$ cat config.mk
export PLATFORM = sky130hd
export DESIGN_NAME = dram_cmd_scheduler
export DESIGN_NICKNAME = d
export VERILOG_FILES = /design/src/rtl/dram_cmd_scheduler_pkg.sv /design/src/rtl/dram_cmd_scheduler_fifo.sv /design/src/rtl/dram_cmd_scheduler.sv
export SDC_FILE = /design/constraint.sdc
export NUM_CORES = 1
export LEC_CHECK = 0
export ABC_CLOCK_PERIOD_IN_PS = 12800
export CORE_ASPECT_RATIO = 1.5
export CORE_MARGIN = 5
export CORE_UTILIZATION = 28
export CTS_BUF_LIST = sky130_fd_sc_hd__clkbuf_8
export DETAILED_ROUTE_END_ITERATION = 8
export SLEW_MARGIN = 40
export SYNTH_ARGS = -nofsm -noshare
export SYNTH_HDL_FRONTEND = slang
export SYNTH_SLANG_ARGS = --single-unit
$ cat constraint.sdc
create_clock -name clk_i -period 12.8 [get_ports clk_i]
set_input_delay 3.2 -clock clk_i [delete_from_list [all_inputs] [get_ports clk_i]]
set_output_delay 3.2 -clock clk_i [all_outputs]
set_load 0.05 [all_outputs]
$ cat src/rtl/dram_cmd_scheduler_pkg.sv
// Shared types and constants for the DRAM command scheduler: request/command
// encodings, scheduler states, DDR4 timing values (in controller clock cycles)
// and the bit positions used to split a byte address into bank group, bank,
// row and column.
package dram_cmd_scheduler_pkg;

  localparam int ADDRESS_WIDTH = 33;
  localparam int QUEUE_DEPTH   = 16;

  localparam int T_RCD   = 24;
  localparam int T_RP    = 24;
  localparam int T_RAS   = 52;
  localparam int T_CL    = 24;
  localparam int T_BURST = 4;

  localparam int ROW_MSB   = 32;
  localparam int ROW_LSB   = 18;
  localparam int COLHI_MSB = 17;
  localparam int COLHI_LSB = 10;
  localparam int BANK_MSB  = 9;
  localparam int BANK_LSB  = 8;
  localparam int BG_MSB    = 7;
  localparam int BG_LSB    = 6;
  localparam int COLLO_MSB = 5;
  localparam int COLLO_LSB = 4;

  localparam int ROW_W      = ROW_MSB - ROW_LSB + 1;
  localparam int COL_W      = (COLHI_MSB - COLHI_LSB + 1) + (COLLO_MSB - COLLO_LSB + 1);
  localparam int NUM_BANKS  = 16;
  localparam int BANK_IDX_W = 4;

  localparam int WAIT_W = 6;
  localparam int TRAS_W = 6;

  // Wait counters are loaded with T-1: the command cycle itself is the first
  // cycle of the interval, so the follow-on command lands exactly T later.
  localparam logic [WAIT_W-1:0] RP_WAIT   = WAIT_W'(T_RP - 1);
  localparam logic [WAIT_W-1:0] RCD_WAIT  = WAIT_W'(T_RCD - 1);
  localparam logic [WAIT_W-1:0] DATA_WAIT = WAIT_W'(T_CL + T_BURST - 1);
  localparam logic [TRAS_W-1:0] RAS_LOAD  = TRAS_W'(T_RAS - 1);

  typedef enum logic [1:0] {
    NOP    = 2'd0,
    READ   = 2'd1,
    WRITE  = 2'd2,
    IFETCH = 2'd3
  } parsed_op_t;

  typedef enum logic [2:0] {
    DCMD_NOP = 3'd0,
    DCMD_ACT = 3'd1,
    DCMD_PRE = 3'd2,
    DCMD_RD  = 3'd3,
    DCMD_WR  = 3'd4
  } dram_cmd_t;

  typedef enum logic [2:0] {
    IDLE      = 3'd0,
    PRECHARGE = 3'd1,
    ACTIVATE  = 3'd2,
    ISSUE     = 3'd3,
    WAIT_DATA = 3'd4
  } sched_states_t;

  typedef struct packed {
    parsed_op_t                op;
    logic [ADDRESS_WIDTH-1:0]  addr;
  } req_t;

endpackage

$ cat src/rtl/dram_cmd_scheduler_fifo.sv
// req_fifo: synchronous FCFS request queue, power-of-two DEPTH.
//   clk_i/rst_i : clock, async active-high reset (empties the queue)
//   push_i      : write data_i (ignored when full)
//   pop_i       : drop head (ignored when empty)
//   head_o      : oldest entry, valid while !empty_o
//   full_o, empty_o, count_o : occupancy status
module req_fifo
  import dram_cmd_scheduler_pkg::*;
#(
  parameter int DEPTH = 16,
  parameter int AW    = $clog2(DEPTH)
) (
  input  logic        clk_i,
  input  logic        rst_i,
  input  logic        push_i,
  input  req_t        data_i,
  input  logic        pop_i,
  output req_t        head_o,
  output logic        full_o,
  output logic        empty_o,
  output logic [AW:0] count_o
);

  req_t          mem_q [DEPTH];
  logic [AW-1:0] wr_ptr_q, wr_ptr_d;
  logic [AW-1:0] rd_ptr_q, rd_ptr_d;
  logic [AW:0]   count_q, count_d;
  logic          do_push, do_pop;

  assign full_o  = (count_q == (AW+1)'(DEPTH));
  assign empty_o = (count_q == '0);
  assign do_push = push_i && !full_o;
  assign do_pop  = pop_i && !empty_o;
  assign head_o  = mem_q[rd_ptr_q];
  assign count_o = count_q;

  always_comb begin
    wr_ptr_d = wr_ptr_q;
    rd_ptr_d = rd_ptr_q;
    count_d  = count_q;
    if (do_push) wr_ptr_d = wr_ptr_q + 1'b1;
    if (do_pop)  rd_ptr_d = rd_ptr_q + 1'b1;
    case ({do_push, do_pop})
      2'b10:   count_d = count_q + 1'b1;
      2'b01:   count_d = count_q - 1'b1;
      default: count_d = count_q;
    endcase
  end

  always_ff @(posedge clk_i or posedge rst_i) begin
    if (rst_i) begin
      wr_ptr_q <= '0;
      rd_ptr_q <= '0;
      count_q  <= '0;
    end else begin
      wr_ptr_q <= wr_ptr_d;
      rd_ptr_q <= rd_ptr_d;
      count_q  <= count_d;
    end
  end

  // Storage needs no reset; entries are only read once written.
  always_ff @(posedge clk_i) begin
    if (do_push) mem_q[wr_ptr_q] <= data_i;
  end

endmodule

$ cat src/rtl/dram_cmd_scheduler.sv
// dram_cmd_scheduler: queues parsed memory requests and turns the head request
// into DDR4 PRE/ACT/RD/WR commands under an open-page policy, honouring
// tRP, tRCD, tRAS and tCL+tBURST.
//   clk_i, rst_i       : clock, async active-high reset
//   req_valid_i/op/addr: incoming request (NOP ops are dropped)
//   req_ready_o        : queue not full
//   cmd_o + cmd_*_o    : command for this cycle (fields zero when unused)
//   done_o             : one-cycle pulse at end of a request's data burst
//   q_count_o          : queue occupancy
//
// state     | meaning
// IDLE      | queue empty, waiting for a request
// PRECHARGE | row conflict: wait tRAS, send PRE, then wait tRP
// ACTIVATE  | send ACT for head row, then wait tRCD
// ISSUE     | send RD/WR, pop head
// WAIT_DATA | wait tCL+tBURST, pulse done, classify next head
module dram_cmd_scheduler
  import dram_cmd_scheduler_pkg::*;
(
  input  logic                         clk_i,
  input  logic                         rst_i,
  input  logic                         req_valid_i,
  input  parsed_op_t                   req_op_i,
  input  logic [ADDRESS_WIDTH-1:0]     req_addr_i,
  output logic                         req_ready_o,
  output dram_cmd_t                    cmd_o,
  output logic [1:0]                   cmd_bg_o,
  output logic [1:0]                   cmd_bank_o,
  output logic [ROW_W-1:0]             cmd_row_o,
  output logic [COL_W-1:0]             cmd_col_o,
  output logic                         done_o,
  output logic [$clog2(QUEUE_DEPTH):0] q_count_o
);

  req_t                  push_data, head;
  logic                  push, pop, fifo_full, fifo_empty;
  logic [ROW_W-1:0]      head_row;
  logic [COL_W-1:0]      head_col;
  logic [1:0]            head_bg, head_bank;
  logic [BANK_IDX_W-1:0] head_idx;
  logic                  unused_addr_lsbs;

  sched_states_t         state_q, state_d, cls_state;
  logic [WAIT_W-1:0]     wait_q, wait_d;
  logic                  sent_q, sent_d;
  logic                  bank_act, bank_pre;

  logic                  open_q [NUM_BANKS];
  logic [ROW_W-1:0]      row_q  [NUM_BANKS];
  logic [TRAS_W-1:0]     tras_q [NUM_BANKS];

  assign push_data = '{op: req_op_i, addr: req_addr_i};
  assign push      = req_valid_i && (req_op_i != NOP) && !fifo_full;

  req_fifo #(.DEPTH(QUEUE_DEPTH)) u_req_fifo (
    .clk_i   (clk_i),
    .rst_i   (rst_i),
    .push_i  (push),
    .data_i  (push_data),
    .pop_i   (pop),
    .head_o  (head),
    .full_o  (fifo_full),
    .empty_o (fifo_empty),
    .count_o (q_count_o)
  );

  assign req_ready_o = !fifo_full;

  assign head_row  = head.addr[ROW_MSB:ROW_LSB];
  assign head_col  = {head.addr[COLHI_MSB:COLHI_LSB], head.addr[COLLO_MSB:COLLO_LSB]};
  assign head_bg   = head.addr[BG_MSB:BG_LSB];
  assign head_bank = head.addr[BANK_MSB:BANK_LSB];
  assign head_idx  = {head_bg, head_bank};
  assign unused_addr_lsbs = ^head.addr[3:0];

  // Where the head request has to start, given the open-row table.
  always_comb begin
    cls_state = IDLE;
    if (!fifo_empty) begin
      if (!open_q[head_idx])                 cls_state = ACTIVATE;
      else if (row_q[head_idx] == head_row)  cls_state = ISSUE;
      else                                   cls_state = PRECHARGE;
    end
  end

  always_ff @(posedge clk_i or posedge rst_i) begin
    if (rst_i) begin
      state_q <= IDLE;
      wait_q  <= '0;
      sent_q  <= 1'b0;
    end else begin
      state_q <= state_d;
      wait_q  <= wait_d;
      sent_q  <= sent_d;
    end
  end

  always_comb begin
    state_d    = state_q;
    wait_d     = wait_q;
    sent_d     = sent_q;
    cmd_o      = DCMD_NOP;
    cmd_bg_o   = '0;
    cmd_bank_o = '0;
    cmd_row_o  = '0;
    cmd_col_o  = '0;
    done_o     = 1'b0;
    pop        = 1'b0;
    bank_act   = 1'b0;
    bank_pre   = 1'b0;
    unique case (state_q)
      IDLE: state_d = cls_state;
      PRECHARGE: begin
        if (!sent_q) begin
          if (tras_q[head_idx] == '0) begin
            cmd_o      = DCMD_PRE;
            cmd_bg_o   = head_bg;
            cmd_bank_o = head_bank;
            bank_pre   = 1'b1;
            wait_d     = RP_WAIT;
            sent_d     = 1'b1;
          end
        end else if (wait_q > WAIT_W'(1)) begin
          wait_d = wait_q - 1'b1;
        end else begin
          wait_d  = '0;
          sent_d  = 1'b0;
          state_d = ACTIVATE;
        end
      end
      ACTIVATE: begin
        if (!sent_q) begin
          cmd_o      = DCMD_ACT;
          cmd_bg_o   = head_bg;
          cmd_bank_o = head_bank;
          cmd_row_o  = head_row;
          bank_act   = 1'b1;
          wait_d     = RCD_WAIT;
          sent_d     = 1'b1;
        end else if (wait_q > WAIT_W'(1)) begin
          wait_d = wait_q - 1'b1;
        end else begin
          wait_d  = '0;
          sent_d  = 1'b0;
          state_d = ISSUE;
        end
      end
      ISSUE: begin
        cmd_o      = (head.op == WRITE) ? DCMD_WR : DCMD_RD;
        cmd_bg_o   = head_bg;
        cmd_bank_o = head_bank;
        cmd_col_o  = head_col;
        pop        = 1'b1;
        wait_d     = DATA_WAIT;
        state_d    = WAIT_DATA;
      end
      WAIT_DATA: begin
        if (wait_q == '0) begin
          done_o  = 1'b1;
          // Skipping a pass through IDLE lets a queued row hit issue RD on
          // the cycle right after done.
          state_d = cls_state;
        end else begin
          wait_d = wait_q - 1'b1;
        end
      end
      default: state_d = IDLE;
    endcase
  end

  always_ff @(posedge clk_i or posedge rst_i) begin
    if (rst_i) begin
      for (int i = 0; i < NUM_BANKS; i++) begin
        open_q[i] <= 1'b0;
        row_q[i]  <= '0;
        tras_q[i] <= '0;
      end
    end else begin
      for (int i = 0; i < NUM_BANKS; i++) begin
        if (tras_q[i] != '0) tras_q[i] <= tras_q[i] - 1'b1;
      end
      if (bank_act) begin
        open_q[head_idx] <= 1'b1;
        row_q[head_idx]  <= head_row;
        tras_q[head_idx] <= RAS_LOAD;
      end
      if (bank_pre) open_q[head_idx] <= 1'b0;
    end
  end

endmodule

* Word level (Yosys, flattened, before mapping) *
Memories as Yosys holds them, arrays and structs flattened.
Cells that the tools add are included.

cells by class
  bitwise logic cells = 7
  add/sub/neg operators = 21
  reduce and logical (&&, ||, !) cells = 33
  mux-type cells = 81
  magnitude comparators = 3
  eq/ne operators = 16

operators with widths
  cell                 count
  $bwmux 240           1
  $mux 6               24
  $sub 6x1->6 const B  17
  $mux 96              1
  $reduce_bool 6->1    16
  $mux 15              5
  $or 64x64->64        1
  $bmux 15 s4          1
  $demux 15 s4         1
  $and 32x32->32       1
  $mux 16              2
  $not 32->32          1
  $bmux 6 s4           1
  $demux 6 s4          1
  $pmux 6 s4           1
  $mux 2               11
  $mux 3               6
  $mux 1               17
  $and 16x16->16       1
  $not 16->16          1
  $or 16x16->16        1
  $eq 15x15->1         1
  $pmux 3 s5           1
  $logic_not 6->1      2
  other kinds (30)     46

storage, ports and cells
  logic and storage cells = 216
  register bits after elaboration = 375
  output and inout port bits = 39
  bits of input ports = 38
  bits in writable memories = 560
  memories = 1

memory list
  memory            depth  width  read ports  clocked after Yosys merged registers in  wr ports  line                           text
  u_req_fifo.mem_q  16     35     1           0                                        1         dram_cmd_scheduler_fifo.sv:24  req_t mem_q [DEPTH];

* Longest topological paths before layout *
Gate-level depths: netlist of the first run.
An unclocked memory read counts as a cell.

  depth in word-level cells = 11
  mapped depth = 18
  depth with buffers taken out = 12

* Cells and area by module *
From an unflattened synthesis of the first run, not the netlist that was laid out.

second synthesis, totals
  cell total of the unflattened synthesis = 2,811
  area, all modules = 40,401.2 um^2

by module, submodules not included
  module              area an instance (um^2)  sequential area each (um^2)  instances  cells each
  req_fifo            22,427.8                 17,141.4                     1          1,135
  dram_cmd_scheduler  17,973.5                 9,058.7                      1          1,676

* Least setup slack after synthesis of the first run *
Ideal clock, no wire load.

  kind = flip-flop to output port
  start point = reg u_req_fifo.rd_ptr_q[0]
  end point = out cmd_bank_o[0]
  data required time = 9.600 ns
  path buffers = 3
  data arrival time = 3.590 ns
  setup slack = 6.010 ns
  cell stages (with the launch flop) = 14
  cells stage by stage = dfrtp_1 -> buf_6 -> buf_8 -> mux4_2 -> a22o_1 -> nor2_2 -> nand2_1 -> or3_1 -> o311ai_1 -> o211ai_1 -> or2_1 -> clkbuf_1 -> and3_1 -> nor2_1

on the way
  cells in the longest elaborated chain, start to end = 9

RTL lines
  element                                     line                           text
  start, declared                             dram_cmd_scheduler_fifo.sv:26  logic [AW-1:0] rd_ptr_q, rd_ptr_d;
  start signal, assigned                      dram_cmd_scheduler_fifo.sv:57  rd_ptr_q <= rd_ptr_d;
  $mem_v2 16x35 *                             -
  $not 4->5 (implied by the code)             dram_cmd_scheduler.sv:115      if (tras_q[head_idx] == '0) begin
  $bmux 6 s4                                  dram_cmd_scheduler.sv:115
  $mux 6 (implied by the code) (2 in series)  dram_cmd_scheduler.sv:115
  $logic_not 6->1                             dram_cmd_scheduler.sv:115
  $mux 2                                      dram_cmd_scheduler.sv:115
  $mux 2                                      dram_cmd_scheduler.sv:114      if (!sent_q) begin
  $pmux 2 s3 *                                dram_cmd_scheduler.sv:111      unique case (state_q)
  end, declared                               dram_cmd_scheduler.sv:28       output logic [1:0] cmd_bank_o,

Every way passes the cells marked *; elsewhere a longest branch is shown, timed or not. The select of a mux whose other input is x is not followed.

* Worst setup path after layout of the first run *
  start point = reg u_req_fifo.rd_ptr_q[2]
  end point = out cmd_bg_o[1]

on the way
  cells in the longest elaborated chain, start to end = 9

RTL lines
  element                                     line                       text
  $mem_v2 16x35 *                             -
  $not 4->5 (implied by the code)             dram_cmd_scheduler.sv:115
  $bmux 6 s4                                  dram_cmd_scheduler.sv:115
  $mux 6 (implied by the code) (2 in series)  dram_cmd_scheduler.sv:115
  $logic_not 6->1                             dram_cmd_scheduler.sv:115
  $mux 2                                      dram_cmd_scheduler.sv:115
  $mux 2                                      dram_cmd_scheduler.sv:114
  $pmux 2 s3 *                                dram_cmd_scheduler.sv:111
  end, declared                               dram_cmd_scheduler.sv:27   output logic [1:0] cmd_bg_o,

Marked as above.

==> results.py, run 1 <==
metrics = {
    "critical_path": {
        "cp_slowest_cell": "clkdlybuf4s50_1",
        "start_kind": "flop",
        "criticalPathCategory": "flop to primary output",
        "critical_path.endpoint_type": "primary output",
        "required_ns": 9.60,
        "cp_max_fo": 112,
        "max_stage_delay_ns": 0.87,
        "cp_top_family": "simple AND/OR/NAND/NOR gates",
        "cp_cell_sequence": "buf_4, inv_1, a31oi_2, nand3_2, o211ai_4, buf_12, nand2_1, or3_1, o311ai_1, o211ai_1, or2_1, and3_1, nor2_1, clkdlybuf4s50_1",
        "cp.arrival_ns": 7.23,
        "path_buf_inv": 4,
    },
    "timing": {
        "rsz0062_at_grt": "false",
        "slew_viol_final": 0,
        "finalHoldViolCount": 0,
        "tightest_slew_ns": 0.8166,
        "finalWorstSetupSlack_ns": 2.371,
        "tns_ns": 0,
        "fmax_mhz": 95.88,
        "setup-violations-final": 0,
        "min_period_over_period_pct": 81.48,
        "timing.clock.skew_ns": 0.04512,
        "layout_min_cycle_time_ns": 10.43,
        "holdWs_ns": 0.4687,
        "slew_headroom_pct": 45.42,
    },
    "synthesis": {
        "synth-edff-count": 496,
        "yosys-mux-area-fraction_pct": 10.30,
        "synthSimpleGateAreaFrac_pct": 12.62,
        "synth_top_area_share_pct": 39.52,
        "synth_compound_area_share_pct": 6.135,
        "syn_nets": 2997,
        "synth_top_family_by_area": "simple AND/OR/NAND/NOR gates",
        "synth-warning-count": 0,
        "synth.distinct_cells": 83,
        "ys_async_sr_fraction_pct": 43.05,
        "synth.most_common_cell": "nand2_1",
        "synth_top_area_cell": "edfxtp_1",
        "ys_ff_latch": 871,
        "avgSynthCellArea_um2": 12.93,
        "synth_area_leaders": "edfxtp_1 (40%), dfrtp_1 (25%), mux4_2 (8.1%)",
        "syn_inst": 2915,
        "yosysSeqAreaShare_pct": 64.42,
        "synth-xor-area-share_pct": 2.161,
        "netlist_area_mm2": 0.03769,
        "ys.flop_type": "edfxtp_1",
        "synth_common_cells": "nand2_1 (749), edfxtp_1 (496), dfrtp_1 (375), mux4_2 (136), o21ai_0 (120)",
        "synth_fa_ha_area_share_pct": 1.481,
    },
    "floorplanning": {
        "die_area_mm2": 0.1422,
        "core_region_area_mm2": 0.1344,
        "rows": 165,
        "fp.dieH_um": 459.3,
        "pin_count": 77,
        "start_util_pct": 28.04,
        "fp.dieW_um": 309.6,
    },
    "clocking": {
        "ctsResizeCount": 0,
        "cts_setup_buffers": 0,
        "cts_tree": "built",
        "path_clk_slew_ns": 0.06,
        "cts_buffer_depth": 3,
        "cts_hold_buf": 0,
        "root_buffer": "clkbuf_8",
        "cts_buffers": 134,
        "htreeDepth": 4,
        "cts_num_sinks": 871,
        "insertion_delay_ns": 0.85,
    },
    "finish": {
        "postLayoutCoreUtil_pct": 32.09,
        "synthToLayoutAreaGrowth_pct": 14.44,
        "drive_gt1_share_pct": 15.49,
        "layout.cells.non_filler": 4860,
        "nNetsFinal": 3079,
    },
    "routing": {
        "finalWirelength_um": 99890,
        "first_pass_iters": 7,
        "dr_total_vias": 23700,
        "drc": 0,
        "wl_per_cell_um": 20.55,
        "antenna_left": 0,
        "viasPerCell": 4.876,
        "drt_iter0_drc": 1911,
    },
    "global_routing": {
        "grt_first_pass_wirelength_um": 152400,
        "grt_pass1_vias": 24510,
        "overflow": 0,
        "grt_max_degree": 113,
        "grt_antenna_before_repair": 3,
        "grt_use_total_pct": 14.04,
    },
    "placed_design": {
        "port_buffers": 72,
        "gp_congestion": 0.8136,
        "place_ws_ns": 3.058,
        "hpwl_um": 60030,
        "place_inst": 4614,
    },
    "power_and_ir_drop": {
        "cellLeakagePower_uw": 0.01677,
        "vdd_drop_max_mv": 0.2102,
        "pwr_density_cell_mw_per_mm2": 241.8,
    },
    "status": {
        "status": "finished clean",
    },
    "run": {
        "drv.max_cap_violation_count": 0,
    },
    "hold_path": {
        "min_path_type": "flop to flop",
    },
}
-- worst min-delay path, cell delays in order, from the launching register on --
cell and delay [ns]:
dfrtp_1 0.34, nand2_1 0.05, nand2_1 0.05
-- layer usage --
layer	vias to the layer above	global-route usage [%]	share of wire, %
met5	-	0	0.0070
met2	792	24.68	51
met1	12020	16.63	39
met3	218	2.842	5.8
li1	10670	-	-
met4	2	6.128	4.2
-- power by group --
part	switching [µW]	internal, µW	leakage [µW]
combinational	2640	1510	0.00579
clock	1160	1100	0.00155
sequential	416	3600	0.00943
-- layout make-up --
type / count / area, µm²
flip-flops and latches: 871 / 24290
multi-input cells: 1805 / 12540
clock inverters: 99 / 608.1
well taps: 1753 / 2193
repair buffers: 126 / 1275
diodes: 2 / 5.005
inverters: 59 / 225.2
fillers: 13290 / 91270
clock buffers: 145 / 1996
-- placed cells by master (no fill, tap or decap), types with 11 or more instances in the layout --
master,count
a211oi_1,12
a21oi_1,72
a31oi_1,16
a32oi_1,17
and2_1,29
and2_2,16
and3_1,18
buf_4,41
clkbuf_8,145
clkdlybuf4s50_1,72
clkinv_1,12
clkinv_2,14
dfrtp_1,372
edfxtp_1,496
ha_1,43
inv_1,113
mux2_2,27
mux2i_1,48
mux4_2,136
nand2_1,738
nand2_2,14
nand3_1,45
nand4_1,11
nor2_1,92
nor3_1,69
o2111a_1,14
o211ai_1,12
o21ai_0,120
xnor2_1,63
xor2_1,30
-- final timing paths --
check	endpoint	start	cells past startpoint	slack [ns]
setup / recovery	cmd_bg_o[1]	u_req_fifo.rd_ptr_q[2]	14	2.37
hold / removal	row_q[30]	row_q[30]	2	0.47
setup reg to reg	state_q[1]	u_req_fifo.rd_ptr_q[0]	13	6.62
hold reg to reg	row_q[30]	row_q[30]	2	0.47
max in group asynchronous	row_q[122]	rst_i	6	8.07
min in group asynchronous	u_req_fifo.wr_ptr_q[0]	rst_i	2	2.75
-- sequential cells by signal, indices dropped and copies added (netlist names) --
signal / flops
u_req_fifo.wr_ptr_q: 4
sent_q: 1
u_req_fifo.mem_q: 496
wait_q: 6
row_q: 240
u_req_fifo.rd_ptr_q: 4
u_req_fifo.count_o: 5
state_q: 3
tras_q: 96
open_q: 16
-- through the flow --
| step | area [µm²] | total power (µW) |
|---|---|---|
| after floorplan | 37690 | 6920 |
| after global placement | 40240 | 8110 |
| after detailed placement | 40520 | 8229 |
| after CTS | 43120 | 10510 |
| after global routing | 43130 | 11040 |
| final | 43130 | 10430 |
-- kinds of logic (layout without fill, tap and decap cells) --
logic type / after synthesis / count (layout)
simple gates: 1112 / 1112
flops: 871 / 871
compound gates: 342 / 342
buf+inv: 239 / 429
mux: 214 / 214
xor+xnor: 93 / 93
fa+ha+maj: 44 / 44
other cells: 0 / 2
No activity file was read; power rests on OpenSTA's default activity.
==> inputs of run 2 (changes only) <==
--- a/config.mk
+++ b/config.mk
@@ -5,7 +5,7 @@
 export SDC_FILE = /design/constraint.sdc
 export NUM_CORES = 1
 export LEC_CHECK = 0
-export ABC_CLOCK_PERIOD_IN_PS = 12800
+export ABC_CLOCK_PERIOD_IN_PS = 9600
 export CORE_ASPECT_RATIO = 1.5
 export CORE_MARGIN = 5
 export CORE_UTILIZATION = 28
==> constraint.sdc (replaced) <==
create_clock -name clk_i -period 9.6 [get_ports clk_i]
set_input_delay 2.4 -clock clk_i [delete_from_list [all_inputs] [get_ports clk_i]]
set_output_delay 2.4 -clock clk_i [all_outputs]
set_load 0.05 [all_outputs]
==> run 2 against run 1 <==
- register-to-register slack worse by 3.0 ns
- via count is 0.31% higher
- first-iteration DRC count is 4.7% higher
- non-clock buffer count grew 5
- setup slack worse by 1.6 ns
- utilization shrank 0.080 points
- clock skew fell by 0.0041 ns
- power increased by 33%
- highest routed layer is now met4
- sequential power is 34% higher
- sequential share of layout area is 0.14 points higher
- global-route usage up 0.16 points
==> results.py, run 2 (synthesis results as in run 1) <==
metrics = {
    "floorplanning": {
        "pin_count": 77,
        "core_region_area_mm2": 0.1344,
        "fp.dieH_um": 459.3,
        "fp.dieW_um": 309.6,
        "start_util_pct": 28.04,
        "die_area_mm2": 0.1422,
        "rows": 165,
    },
    "finish": {
        "multi_input_area_mm2": 0.01256,
        "synthToLayoutAreaGrowth_pct": 14.16,
        "top_register": "u_req_fifo.mem_q",
        "largest_reg_flops": 496,
        "postLayoutCoreUtil_pct": 32.01,
        "drive_gt1_share_pct": 15.40,
        "nNetsFinal": 3082,
        "top_regs": "u_req_fifo.mem_q: 496 flops, row_q: 240 flops, tras_q: 96 flops",
        "final_common_cell": "nand2_1",
        "fill_cells": 13280,
        "register_area_mm2": 0.02429,
        "fin_area_mm2": 0.04303,
        "layout_common_cells": "nand2_1 (740), edfxtp_1 (496), dfrtp_1 (372), clkbuf_8 (145), mux4_2 (136)",
    },
    "clocking": {
        "cts_buffers": 132,
        "ctsResizeCount": 0,
        "cts_tree": "built",
        "insertion_delay_ns": 0.83,
        "path_clk_slew_ns": 0.07,
        "cts_num_sinks": 871,
        "cts_hold_buf": 0,
        "htreeDepth": 4,
        "cts_setup_buffers": 0,
        "root_buffer": "clkbuf_8",
        "cts_buffer_depth": 3,
    },
    "critical_path": {
        "reg2reg_depth": 13,
        "r2r_start": "u_req_fifo.rd_ptr_q[2]",
        "rrSetupSlack_ns": 3.63,
        "cp_max_fo": 88,
        "start_kind": "flop",
        "criticalPathCategory": "flop to primary output",
        "rr_endpoint": "state_q[1]",
        "critical_path.endpoint_type": "primary output",
        "required_ns": 7.20,
        "cp.arrival_ns": 6.42,
    },
    "hold_path": {
        "whs_path_depth": 2,
        "min_path_type": "flop to flop",
        "min_to": "row_q[30]",
        "hp-start": "row_q[30]",
    },
    "timing": {
        "tightest_slew_ns": 0.8635,
        "holdWs_ns": 0.4692,
        "fmax_mhz": 113.4,
        "setup-violations-final": 0,
        "slew_headroom_pct": 42.43,
        "min_period_over_period_pct": 91.83,
        "finalHoldViolCount": 0,
        "layout_min_cycle_time_ns": 8.815,
        "timing.clock.skew_ns": 0.04102,
        "tns_ns": 0,
        "rsz0062_at_grt": "false",
        "slew_viol_final": 0,
    },
    "routing": {
        "antenna_left": 0,
        "viasPerCell": 4.899,
        "first_pass_iters": 5,
        "dr_total_vias": 23770,
        "drc": 0,
        "finalWirelength_um": 101600,
        "drt_iter0_drc": 2001,
        "wl_per_cell_um": 20.94,
    },
    "global_routing": {
        "overflow": 0,
        "grt_first_pass_wirelength_um": 153600,
        "grt_max_degree": 134,
        "grt_pass1_vias": 24490,
        "grt_antenna_before_repair": 3,
        "grt_use_total_pct": 14.20,
    },
    "placed_design": {
        "port_buffers": 72,
        "placed_area_mm2": 0.04049,
        "hpwl_um": 61190,
        "gp_congestion": 0.8182,
    },
    "power_and_ir_drop": {
        "pwr_density_cell_mw_per_mm2": 322.8,
        "p_total_uw": 13890,
        "vdd_drop_max_mv": 0.2659,
        "cellLeakagePower_uw": 0.01668,
    },
    "status": {
        "status": "finished clean",
    },
    "run": {
        "drv.max_cap_violation_count": 0,
    },
}
==> run 2: power by group <==
part | internal [µW] | switching [µW]
logic | 2020 | 3540
registers | 4800 | 586
clock network | 1480 | 1470
==> run 2: area by class of cell <==
class	instances	area share (%)
inverters	59	0.5235
well taps	1753	5.098
clock inverters	86	1.155
repair buffers	131	2.937
clock buffers	145	4.638
multi-input cells	1805	29.19
flip-flops and latches	871	56.45
diodes	2	0.01163
==> run 2: worst max-delay path by stage <==
stage | endpoint | from | cells past startpoint | slack (ns)
floorplan | open_q[0] | rst_i | 1 | 2.16
global placement | cmd_bank_o[1] | u_req_fifo.rd_ptr_q[2] | 12 | 1.80
detailed placement | cmd_bank_o[1] | u_req_fifo.rd_ptr_q[2] | 12 | 1.71
CTS | cmd_bg_o[0] | u_req_fifo.rd_ptr_q[2] | 12 | 0.78
global route | cmd_bg_o[0] | u_req_fifo.rd_ptr_q[2] | 12 | 0.53
finish | cmd_bg_o[0] | u_req_fifo.rd_ptr_q[2] | 11 | 0.78
==> run 2: stage by stage <==
step,setup slack [ns],instances
finish,0.7845,4852
CTS,0.7770,4849
detailed placement,1.711,4618
global route,0.5265,4852
global placement,1.797,4612
floorplan,2.164,2915
==> run 2: metal layers <==
layer | wire [µm] | vias to the layer above | part of all wire, % | track usage [%]
met5 | 0 | - | 0 | 0
li1 | - | 10630 | - | -
met2 | 52630 | 758 | 52 | 25.24
met4 | 4249 | 0 | 4.2 | 5.865
met1 | 39620 | 12170 | 39 | 16.78
met3 | 5120 | 219 | 5.0 | 2.782
==> run 2: critical path, cell delays in order (launching register included) <==
cell and delay, ns:
dfrtp_2 0.92, mux2i_1 0.33, a21oi_1 0.11, o21ai_2 0.66, o211ai_4 0.26, buf_12 0.30
o311ai_1 0.72, o211ai_1 0.31, or2_1 0.41, and3_1 0.26, nor2_1 0.31, clkdlybuf4s50_1 0.89
